$ cat src/rtl/sort_test_sequencer_if.sv
// Memory bus between the sort test sequencer (master) and the memory / bus mux (slave).
// Carries the AW/W/B write channels and the AR/R read channels.
interface sort_test_sequencer_if #(
  parameter int ADDR_WDTH = 4,
  parameter int DATA_WDTH = 32,
  parameter int RESP_WDTH = 1
);
  logic                 aw_valid;
  logic                 aw_ready;
  logic [ADDR_WDTH-1:0] aw_address;
  logic                 w_valid;
  logic                 w_ready;
  logic [DATA_WDTH-1:0] w_data;
  logic                 b_valid;
  logic                 b_ready;
  logic [RESP_WDTH-1:0] b_resp;
  logic                 ar_valid;
  logic                 ar_ready;
  logic [ADDR_WDTH-1:0] ar_address;
  logic                 r_valid;
  logic                 r_ready;
  logic [DATA_WDTH-1:0] r_data;
  logic [RESP_WDTH-1:0] r_resp;

  modport master (
    output aw_valid, aw_address, w_valid, w_data, b_ready, ar_valid, ar_address, r_ready,
    input  aw_ready, w_ready, b_valid, b_resp, ar_ready, r_valid, r_data, r_resp
  );

  modport slave (
    input  aw_valid, aw_address, w_valid, w_data, b_ready, ar_valid, ar_address, r_ready,
    output aw_ready, w_ready, b_valid, b_resp, ar_ready, r_valid, r_data, r_resp
  );
endinterface

$ cat src/rtl/sort_test_sequencer.sv
// Self-checking test engine for sort_circuit: fills memory with LFSR words,
// hands the bus to the sorter, reads the array back and checks ascending order,
// NUM_RUNS times per go. Optional feature macro SORT_SUM_CHECK_EN adds a
// write/read sum comparison per run (error code 6).
//
// state       | meaning
// ------------+------------------------------------------------------------
// S_IDLE      | waiting for go after reset
// S_FILL_REQ  | AW and W valid for element idx, each drops after its handshake
// S_FILL_RESP | waiting for the write response of element idx
// S_SORT      | bus granted to the sorter, sort_start high, timeout running
// S_CHK_REQ   | AR valid for element idx
// S_CHK_DATA  | waiting for read data of element idx, order check
// S_DONE      | sequence over, pass or fail held until the next go
module sort_test_sequencer #(
  parameter int          ADDR_WDTH   = 4,
  parameter int          DATA_WDTH   = 32,
  parameter int          RESP_WDTH   = 1,
  parameter int          NUM_RUNS    = 4,
  parameter int          TIMEOUT_CYC = 4096,
  parameter logic [31:0] LFSR_TAPS   = 32'h80200003
) (
  input  logic                               clk,
  input  logic                               rst,
  input  logic                               go,
  input  logic [ADDR_WDTH:0]                 arr_size,
  input  logic [DATA_WDTH-1:0]               seed,
  sort_test_sequencer_if.master              bus,
  output logic                               bus_grant_sorter,
  output logic                               sort_start,
  input  logic                               sort_done,
  input  logic                               sort_err,
  output logic                               busy,
  output logic                               pass,
  output logic                               fail,
  output logic [2:0]                         err_code,
  output logic [$clog2(NUM_RUNS+1)-1:0]      run_count
);

  localparam int IW  = ADDR_WDTH + 1;
  localparam int TW  = $clog2(TIMEOUT_CYC + 1);
  localparam int RCW = $clog2(NUM_RUNS + 1);
  localparam logic [IW-1:0]        MAX_SIZE   = {1'b1, {ADDR_WDTH{1'b0}}};
  localparam logic [TW-1:0]        TIMER_LOAD = TW'(TIMEOUT_CYC - 1);
  localparam logic [RCW-1:0]       RUNS_L     = RCW'(NUM_RUNS);
  localparam logic [DATA_WDTH-1:0] TAPS       = DATA_WDTH'(LFSR_TAPS);

  typedef enum logic [2:0] {
    S_IDLE, S_FILL_REQ, S_FILL_RESP, S_SORT, S_CHK_REQ, S_CHK_DATA, S_DONE
  } state_t;

  state_t               state, state_d;
  logic [IW-1:0]        idx, size_q, idx_inc;
  logic [DATA_WDTH-1:0] lfsr, lfsr_next, prev_word;
  logic [TW-1:0]        timer;
  logic                 aw_done, w_done, aw_hs, w_hs;
  logic                 start_seq, fill_adv, chk_adv, run_end;
  logic                 done_pass, done_fail, sum_ok;
  logic [2:0]           fail_code;

  assign idx_inc   = idx + 1'b1;
  assign lfsr_next = lfsr[0] ? ((lfsr >> 1) ^ TAPS) : (lfsr >> 1);
  assign aw_hs     = bus.aw_valid && bus.aw_ready;
  assign w_hs      = bus.w_valid && bus.w_ready;

  // Bus and status outputs decode straight from state so reset clears them at once.
  assign bus.aw_valid     = (state == S_FILL_REQ) && !aw_done;
  assign bus.w_valid      = (state == S_FILL_REQ) && !w_done;
  assign bus.aw_address   = idx[ADDR_WDTH-1:0];
  assign bus.w_data       = lfsr;
  assign bus.b_ready      = (state == S_FILL_RESP);
  assign bus.ar_valid     = (state == S_CHK_REQ);
  assign bus.ar_address   = idx[ADDR_WDTH-1:0];
  assign bus.r_ready      = (state == S_CHK_DATA);
  assign bus_grant_sorter = (state == S_SORT);
  assign sort_start       = (state == S_SORT);
  assign busy             = (state != S_IDLE) && (state != S_DONE);

  // State register.
  always_ff @(posedge clk or posedge rst) begin
    if (rst) state <= S_IDLE;
    else     state <= state_d;
  end

  // Next-state decode plus the strobes that steer the datapath.
  always_comb begin
    state_d   = state;
    start_seq = 1'b0;
    fill_adv  = 1'b0;
    chk_adv   = 1'b0;
    run_end   = 1'b0;
    done_pass = 1'b0;
    done_fail = 1'b0;
    fail_code = 3'd0;
    case (state)
      S_IDLE, S_DONE: begin
        if (go) begin
          start_seq = 1'b1;
          if (arr_size == '0) begin
            state_d   = S_DONE;
            done_pass = 1'b1;
          end else if (arr_size > MAX_SIZE) begin
            state_d   = S_DONE;
            done_fail = 1'b1;
            fail_code = 3'd7;
          end else begin
            state_d = S_FILL_REQ;
          end
        end
      end
      S_FILL_REQ: begin
        if ((aw_done || aw_hs) && (w_done || w_hs)) state_d = S_FILL_RESP;
      end
      S_FILL_RESP: begin
        if (bus.b_valid) begin
          if (bus.b_resp != '0) begin
            state_d   = S_DONE;
            done_fail = 1'b1;
            fail_code = 3'd1;
          end else begin
            fill_adv = 1'b1;
            state_d  = (idx_inc == size_q) ? S_SORT : S_FILL_REQ;
          end
        end
      end
      S_SORT: begin
        // done is checked first so it wins over a coincident timeout
        if (sort_done) begin
          if (sort_err) begin
            state_d   = S_DONE;
            done_fail = 1'b1;
            fail_code = 3'd2;
          end else begin
            state_d = S_CHK_REQ;
          end
        end else if (timer == '0) begin
          state_d   = S_DONE;
          done_fail = 1'b1;
          fail_code = 3'd3;
        end
      end
      S_CHK_REQ: begin
        if (bus.ar_ready) state_d = S_CHK_DATA;
      end
      S_CHK_DATA: begin
        if (bus.r_valid) begin
          if (bus.r_resp != '0) begin
            state_d   = S_DONE;
            done_fail = 1'b1;
            fail_code = 3'd5;
          end else if ((idx != '0) && (bus.r_data < prev_word)) begin
            state_d   = S_DONE;
            done_fail = 1'b1;
            fail_code = 3'd4;
          end else if ((idx_inc == size_q) && !sum_ok) begin
            state_d   = S_DONE;
            done_fail = 1'b1;
            fail_code = 3'd6;
          end else if (idx_inc == size_q) begin
            chk_adv = 1'b1;
            run_end = 1'b1;
            if ((run_count + 1'b1) == RUNS_L) begin
              state_d   = S_DONE;
              done_pass = 1'b1;
            end else begin
              state_d = S_FILL_REQ;
            end
          end else begin
            chk_adv = 1'b1;
            state_d = S_CHK_REQ;
          end
        end
      end
      default: state_d = S_IDLE;
    endcase
  end

  // Datapath: element index, LFSR, previous word, handshake flags and status.
  always_ff @(posedge clk or posedge rst) begin
    if (rst) begin
      idx       <= '0;
      size_q    <= '0;
      lfsr      <= '0;
      prev_word <= '0;
      aw_done   <= 1'b0;
      w_done    <= 1'b0;
      run_count <= '0;
      pass      <= 1'b0;
      fail      <= 1'b0;
      err_code  <= 3'd0;
    end else begin
      if (start_seq) begin
        size_q    <= arr_size;
        lfsr      <= (seed == '0) ? {{(DATA_WDTH-1){1'b0}}, 1'b1} : seed;
        idx       <= '0;
        run_count <= '0;
        pass      <= 1'b0;
        fail      <= 1'b0;
        err_code  <= 3'd0;
      end
      if ((state == S_FILL_REQ) && (state_d == S_FILL_REQ)) begin
        if (aw_hs) aw_done <= 1'b1;
        if (w_hs)  w_done  <= 1'b1;
      end else begin
        aw_done <= 1'b0;
        w_done  <= 1'b0;
      end
      if (fill_adv) begin
        lfsr <= lfsr_next;
        idx  <= (idx_inc == size_q) ? '0 : idx_inc;
      end
      if (chk_adv) begin
        prev_word <= bus.r_data;
        idx       <= run_end ? '0 : idx_inc;
      end
      if (run_end) run_count <= run_count + 1'b1;
      if (done_pass) pass <= 1'b1;
      if (done_fail) begin
        fail     <= 1'b1;
        err_code <= fail_code;
      end
    end
  end

  // Sort timeout down-counter, reloaded whenever the sorter does not own the bus.
  always_ff @(posedge clk or posedge rst) begin
    if (rst)                                  timer <= TIMER_LOAD;
    else if (state != S_SORT)                 timer <= TIMER_LOAD;
    else if (timer != '0)                     timer <= timer - 1'b1;
  end

`ifdef SORT_SUM_CHECK_EN
  localparam int SW = DATA_WDTH + ADDR_WDTH;
  logic [SW-1:0] sum_wr, sum_rd;

  // Per-run sums of written and read words; a mismatch means lost or duplicated elements.
  always_ff @(posedge clk or posedge rst) begin
    if (rst) begin
      sum_wr <= '0;
      sum_rd <= '0;
    end else if (start_seq || run_end) begin
      sum_wr <= '0;
      sum_rd <= '0;
    end else begin
      if (fill_adv) sum_wr <= sum_wr + SW'(lfsr);
      if (chk_adv)  sum_rd <= sum_rd + SW'(bus.r_data);
    end
  end

  assign sum_ok = ((sum_rd + SW'(bus.r_data)) == sum_wr);
`else
  assign sum_ok = 1'b1;
`endif

endmodule
$ cat src/flat_wrapper.sv
// flat-port wrapper written by rule: the top's interface ports become plain ports
module sort_test_sequencer_flat 
#(
  parameter int          ADDR_WDTH   = 4,
  parameter int          DATA_WDTH   = 32,
  parameter int          RESP_WDTH   = 1,
  parameter int          NUM_RUNS    = 4,
  parameter int          TIMEOUT_CYC = 4096,
  parameter logic [31:0] LFSR_TAPS   = 32'h80200003
)
  (clk, rst, go, arr_size, seed, bus_grant_sorter, sort_start, sort_done, sort_err, busy, pass, fail, err_code, run_count, bus_aw_valid, bus_aw_address, bus_w_valid, bus_w_data, bus_b_ready, bus_ar_valid, bus_ar_address, bus_r_ready, bus_aw_ready, bus_w_ready, bus_b_valid, bus_b_resp, bus_ar_ready, bus_r_valid, bus_r_data, bus_r_resp);
  sort_test_sequencer_if #(.ADDR_WDTH(ADDR_WDTH), .DATA_WDTH(DATA_WDTH), .RESP_WDTH(RESP_WDTH)) bus_i ();
  input  logic clk;
  input  logic rst;
  input  logic go;
  input  logic [ADDR_WDTH:0] arr_size;
  input  logic [DATA_WDTH-1:0] seed;
  output logic bus_grant_sorter;
  output logic sort_start;
  input  logic sort_done;
  input  logic sort_err;
  output logic busy;
  output logic pass;
  output logic fail;
  output logic [2:0] err_code;
  output logic [$clog2(NUM_RUNS+1)-1:0] run_count;
  output wire logic [$bits(bus_i.aw_valid)-1:0] bus_aw_valid;
  output wire logic [$bits(bus_i.aw_address)-1:0] bus_aw_address;
  output wire logic [$bits(bus_i.w_valid)-1:0] bus_w_valid;
  output wire logic [$bits(bus_i.w_data)-1:0] bus_w_data;
  output wire logic [$bits(bus_i.b_ready)-1:0] bus_b_ready;
  output wire logic [$bits(bus_i.ar_valid)-1:0] bus_ar_valid;
  output wire logic [$bits(bus_i.ar_address)-1:0] bus_ar_address;
  output wire logic [$bits(bus_i.r_ready)-1:0] bus_r_ready;
  input wire logic [$bits(bus_i.aw_ready)-1:0] bus_aw_ready;
  input wire logic [$bits(bus_i.w_ready)-1:0] bus_w_ready;
  input wire logic [$bits(bus_i.b_valid)-1:0] bus_b_valid;
  input wire logic [$bits(bus_i.b_resp)-1:0] bus_b_resp;
  input wire logic [$bits(bus_i.ar_ready)-1:0] bus_ar_ready;
  input wire logic [$bits(bus_i.r_valid)-1:0] bus_r_valid;
  input wire logic [$bits(bus_i.r_data)-1:0] bus_r_data;
  input wire logic [$bits(bus_i.r_resp)-1:0] bus_r_resp;
  assign bus_aw_valid = bus_i.aw_valid;
  assign bus_aw_address = bus_i.aw_address;
  assign bus_w_valid = bus_i.w_valid;
  assign bus_w_data = bus_i.w_data;
  assign bus_b_ready = bus_i.b_ready;
  assign bus_ar_valid = bus_i.ar_valid;
  assign bus_ar_address = bus_i.ar_address;
  assign bus_r_ready = bus_i.r_ready;
  assign bus_i.aw_ready = bus_aw_ready;
  assign bus_i.w_ready = bus_w_ready;
  assign bus_i.b_valid = bus_b_valid;
  assign bus_i.b_resp = bus_b_resp;
  assign bus_i.ar_ready = bus_ar_ready;
  assign bus_i.r_valid = bus_r_valid;
  assign bus_i.r_data = bus_r_data;
  assign bus_i.r_resp = bus_r_resp;
  sort_test_sequencer #(.ADDR_WDTH(ADDR_WDTH), .DATA_WDTH(DATA_WDTH), .RESP_WDTH(RESP_WDTH), .NUM_RUNS(NUM_RUNS), .TIMEOUT_CYC(TIMEOUT_CYC), .LFSR_TAPS(LFSR_TAPS)) u_core (.clk(clk), .rst(rst), .go(go), .arr_size(arr_size), .seed(seed), .bus(bus_i), .bus_grant_sorter(bus_grant_sorter), .sort_start(sort_start), .sort_done(sort_done), .sort_err(sort_err), .busy(busy), .pass(pass), .fail(fail), .err_code(err_code), .run_count(run_count));
endmodule
$ cat config.mk
export PLATFORM = sky130hd
export DESIGN_NAME = sort_test_sequencer_flat
export DESIGN_NICKNAME = d
export VERILOG_FILES = /design/src/rtl/sort_test_sequencer_if.sv /design/src/rtl/sort_test_sequencer.sv /design/src/flat_wrapper.sv
export SDC_FILE = /design/constraint.sdc
export NUM_CORES = 1
export LEC_CHECK = 0
export ABC_CLOCK_PERIOD_IN_PS = 8580
export CORE_MARGIN = 5
export CORE_UTILIZATION = 40
export CTS_CLUSTER_SIZE = 10
export DETAILED_ROUTE_END_ITERATION = 8
export PLACE_DENSITY = 0.67
export SYNTH_ARGS = -nofsm -noshare
export SYNTH_HDL_FRONTEND = slang
export SYNTH_SLANG_ARGS = --single-unit
$ cat constraint.sdc
create_clock -name clk -period 8.58 [get_ports clk]
set_clock_uncertainty 0.05 [all_clocks]
set_input_delay 1.716 -clock clk [delete_from_list [all_inputs] [get_ports clk]]
set_output_delay 1.716 -clock clk [all_outputs]
set_load 0.05 [all_outputs]
==> flow_metrics.env <==
export IMPL_status="completed"
export IMPL_path_class="primary input to flop"
export IMPL_drv_cap=0
export IMPL_cts_tree="yes"
export IMPL_p_leak_nw=3.38
export IMPL_antenna_found_initial=0
export IMPL_wire_per_inst_um=15.9
export IMPL_initial_core_util_pct=40.8
export IMPL_pin_count=137
export IMPL_grt_pass1_vias=5009
export IMPL_synth_area_top_cells="dfrtp_1 39%, nand2_1 9.5%, ha_1 8.6%, dfstp_2 5.5%, a22oi_1 4.0%"
export IMPL_required_ns=8.76
export IMPL_rsz0062_at_grt="false"
export IMPL_grt_overflow=0
export IMPL_crit_fanout=69
export IMPL_period_share_pct=51.1
export IMPL_ys_warn_count=0
export IMPL_portBuffers=136
export IMPL_synth_top_area_share_pct=38.7
export IMPL_tns_ns=0
export IMPL_cts_resized=0
export IMPL_final_common_cell="nand2_1"
export IMPL_gp_congestion=0.876
export IMPL_synthCells=617
export IMPL_critical_path_arrival_ns=4.57
export IMPL_yosysUniqueCellTypes=67
export IMPL_vdd_ir_drop_max_mv=0.196
export IMPL_grt_use_total_pct=18.0
export IMPL_syn_area_per_cell_um2=9.22
export IMPL_ys_ff_latch=100
export IMPL_drc=0
export IMPL_timing_fmax_mhz=228
export IMPL_nets=855
export IMPL_cpPeakStageDelay_ns=0.55
export IMPL_start_kind="primary input"
export IMPL_place_hpwl_um=11000
export IMPL_die_area_um2=16700
export IMPL_cp_end_kind="flop"
export IMPL_vias_per_cell=5.20
export IMPL_cts_hold_buf=0
export IMPL_path_clk_slew_ns=0.07
export IMPL_final_cell_mix="144 x nand2_1, 136 x clkdlybuf4s50_1, 88 x dfrtp_1"
export IMPL_syn_to_final_growth_pct=31.4
export IMPL_cts_buffer_depth=2
export IMPL_wl_um=14700
export IMPL_yosys_area_top_type="dfrtp_1"
export IMPL_vias=4784
export IMPL_worstHoldPathType="flop to flop"
export IMPL_core_um2=13900
export IMPL_r2r_setup_slack_ns=5.65
export IMPL_ys_flop_type="dfrtp_1"
export IMPL_grt_pass1_wl_um=24200
export IMPL_ys_seq_area_share_pct=44.2
export IMPL_holdWs_ns=0.446
export IMPL_die_h_um=129
export IMPL_diodes=0
export IMPL_power_density_nw_per_um2=345
export IMPL_syn_area_um2=5690
export IMPL_drt_iter0_markers=294
export IMPL_crit_chain="clkdlybuf4s50_1 > ha_1 > nand4_1 > nor4_1 > and2_1 > a22o_4 > nand2b_1 > a31o_1"
export IMPL_maxSlewViolCount=0
export IMPL_grt_max_degree=77
export IMPL_clk_latency_ns=0.35
export IMPL_die_width_um=129
export IMPL_clock_sinks=100
export IMPL_cts_root_buf="clkbuf_16"
export IMPL_ys_async_sr_fraction_pct=100
export IMPL_final_hold_viol_count=0
export IMPL_setup_viol=0
export IMPL_ctsHtreeMaxLevel=3
export IMPL_ant_nets=0
export IMPL_cts_buffers=9
export IMPL_worst_slew_margin_rel_pct=35.5
export IMPL_synth_fp_nets=737
export IMPL_max_slew_worst_pin_slew_ns=0.968
export IMPL_crit_slowest_cell="a22o_4"
export IMPL_post_route_cells_drive_above_1_share_pct=7.97
export IMPL_std_cell_rows=43
export IMPL_postCtsSetupBuffers=0
export IMPL_synth_edff_count=0
export IMPL_first_pass_iters=5
export IMPL_period_minus_slack_ns=4.39
## per-layer routing
layer	share of wire (%)	GRT usage [%]	up-vias	wire length, um
li1	-	-	2357	-
met1	44	22.4	2279	6400
met2	46	28.7	134	6800
met3	8.5	6.60	14	1240
met4	1.4	6.73	0	209
met5	0	0	-	0
## cells by family after synthesis
family,count (synthesis),share of synthesized area (%)
compound gates,128,15.9
xor+xnor,16,2.46
fa+ha+maj,39,8.58
buf+inv,82,6.75
flops,100,44.2
mux,6,1.06
simple gates,246,21.0
## synthesized netlist by cell type, drive strengths merged (11+ instances only)
cell,instances
o21ai,52
nor2,21
buf,23
inv,49
a21oi,15
nor4,13
dfrtp,88
a22oi,30
dfstp,12
ha,39
nand2,145
nand4,12
nand3,11
## per-stage QoR
stage          power (mW)  setup slack, ns  instance area, um2  util (%)  cells
5_1_grt              2.75             3.95                7480      53.7    920
4_1_cts              2.61             4.20                7480      53.7    920
2_1_floorplan        1.69             4.22                5690         -    617
6_report             2.58             4.19                7480      53.7    920
3_5_place_dp         2.10             3.84                7110      51.0    904
3_3_place_gp         2.07             4.06                7110      51.0    904
## state kept, by name, indices dropped and copies added, names as in the netlist
signal	cells
u_core.bus.w_data	32
u_core.prev_word	32
u_core.timer	13
u_core.idx	5
u_core.size_q	5
u_core.err_code	3
u_core.run_count	3
u_core.state	3
u_core.aw_done	1
u_core.fail	1
u_core.pass	1
u_core.w_done	1
## worst paths after layout
check | depth (start not counted) | startpoint | endpoint
max | 8 | bus_r_data[30] | u_core.run_count[2]
min reg2reg | 2 | u_core.size_q[3] | u_core.size_q[3]
max in group asynchronous | 3 | rst | u_core.idx[1]
min | 2 | u_core.size_q[3] | u_core.size_q[3]
min in group asynchronous | 2 | rst | u_core.prev_word[27]
max reg2reg | 8 | u_core.prev_word[30] | u_core.run_count[2]
## final cells by class
cell class / instances / area [um2]
sequential: 100 / 2520
clock inverter: 6 / 136
clock buffer: 10 / 229
timing repair buffer: 140 / 1390
multi-input combinational: 435 / 2790
fill: 1264 / 6460
tap: 180 / 225
inverter: 49 / 186
## power breakdown
part	total [mW]	internal [mW]	leakage, nW	switching, mW
registers	0.778	0.658	1.22	0.120
clock network	0.495	0.315	0.173	0.180
logic	1.31	0.471	2.00	0.836
total	2.58	1.44	3.38	1.14
## critical path, delay by kind of cell
family | cells | cell delay, ns
and+or+nand+nor | 4 | 1.26
adders and majority gates | 1 | 0.32
buffers and inverters | 1 | 0.43
AOI/OAI and AO/OA | 2 | 0.83
Note: power is estimated with default switching activity, not from simulation.
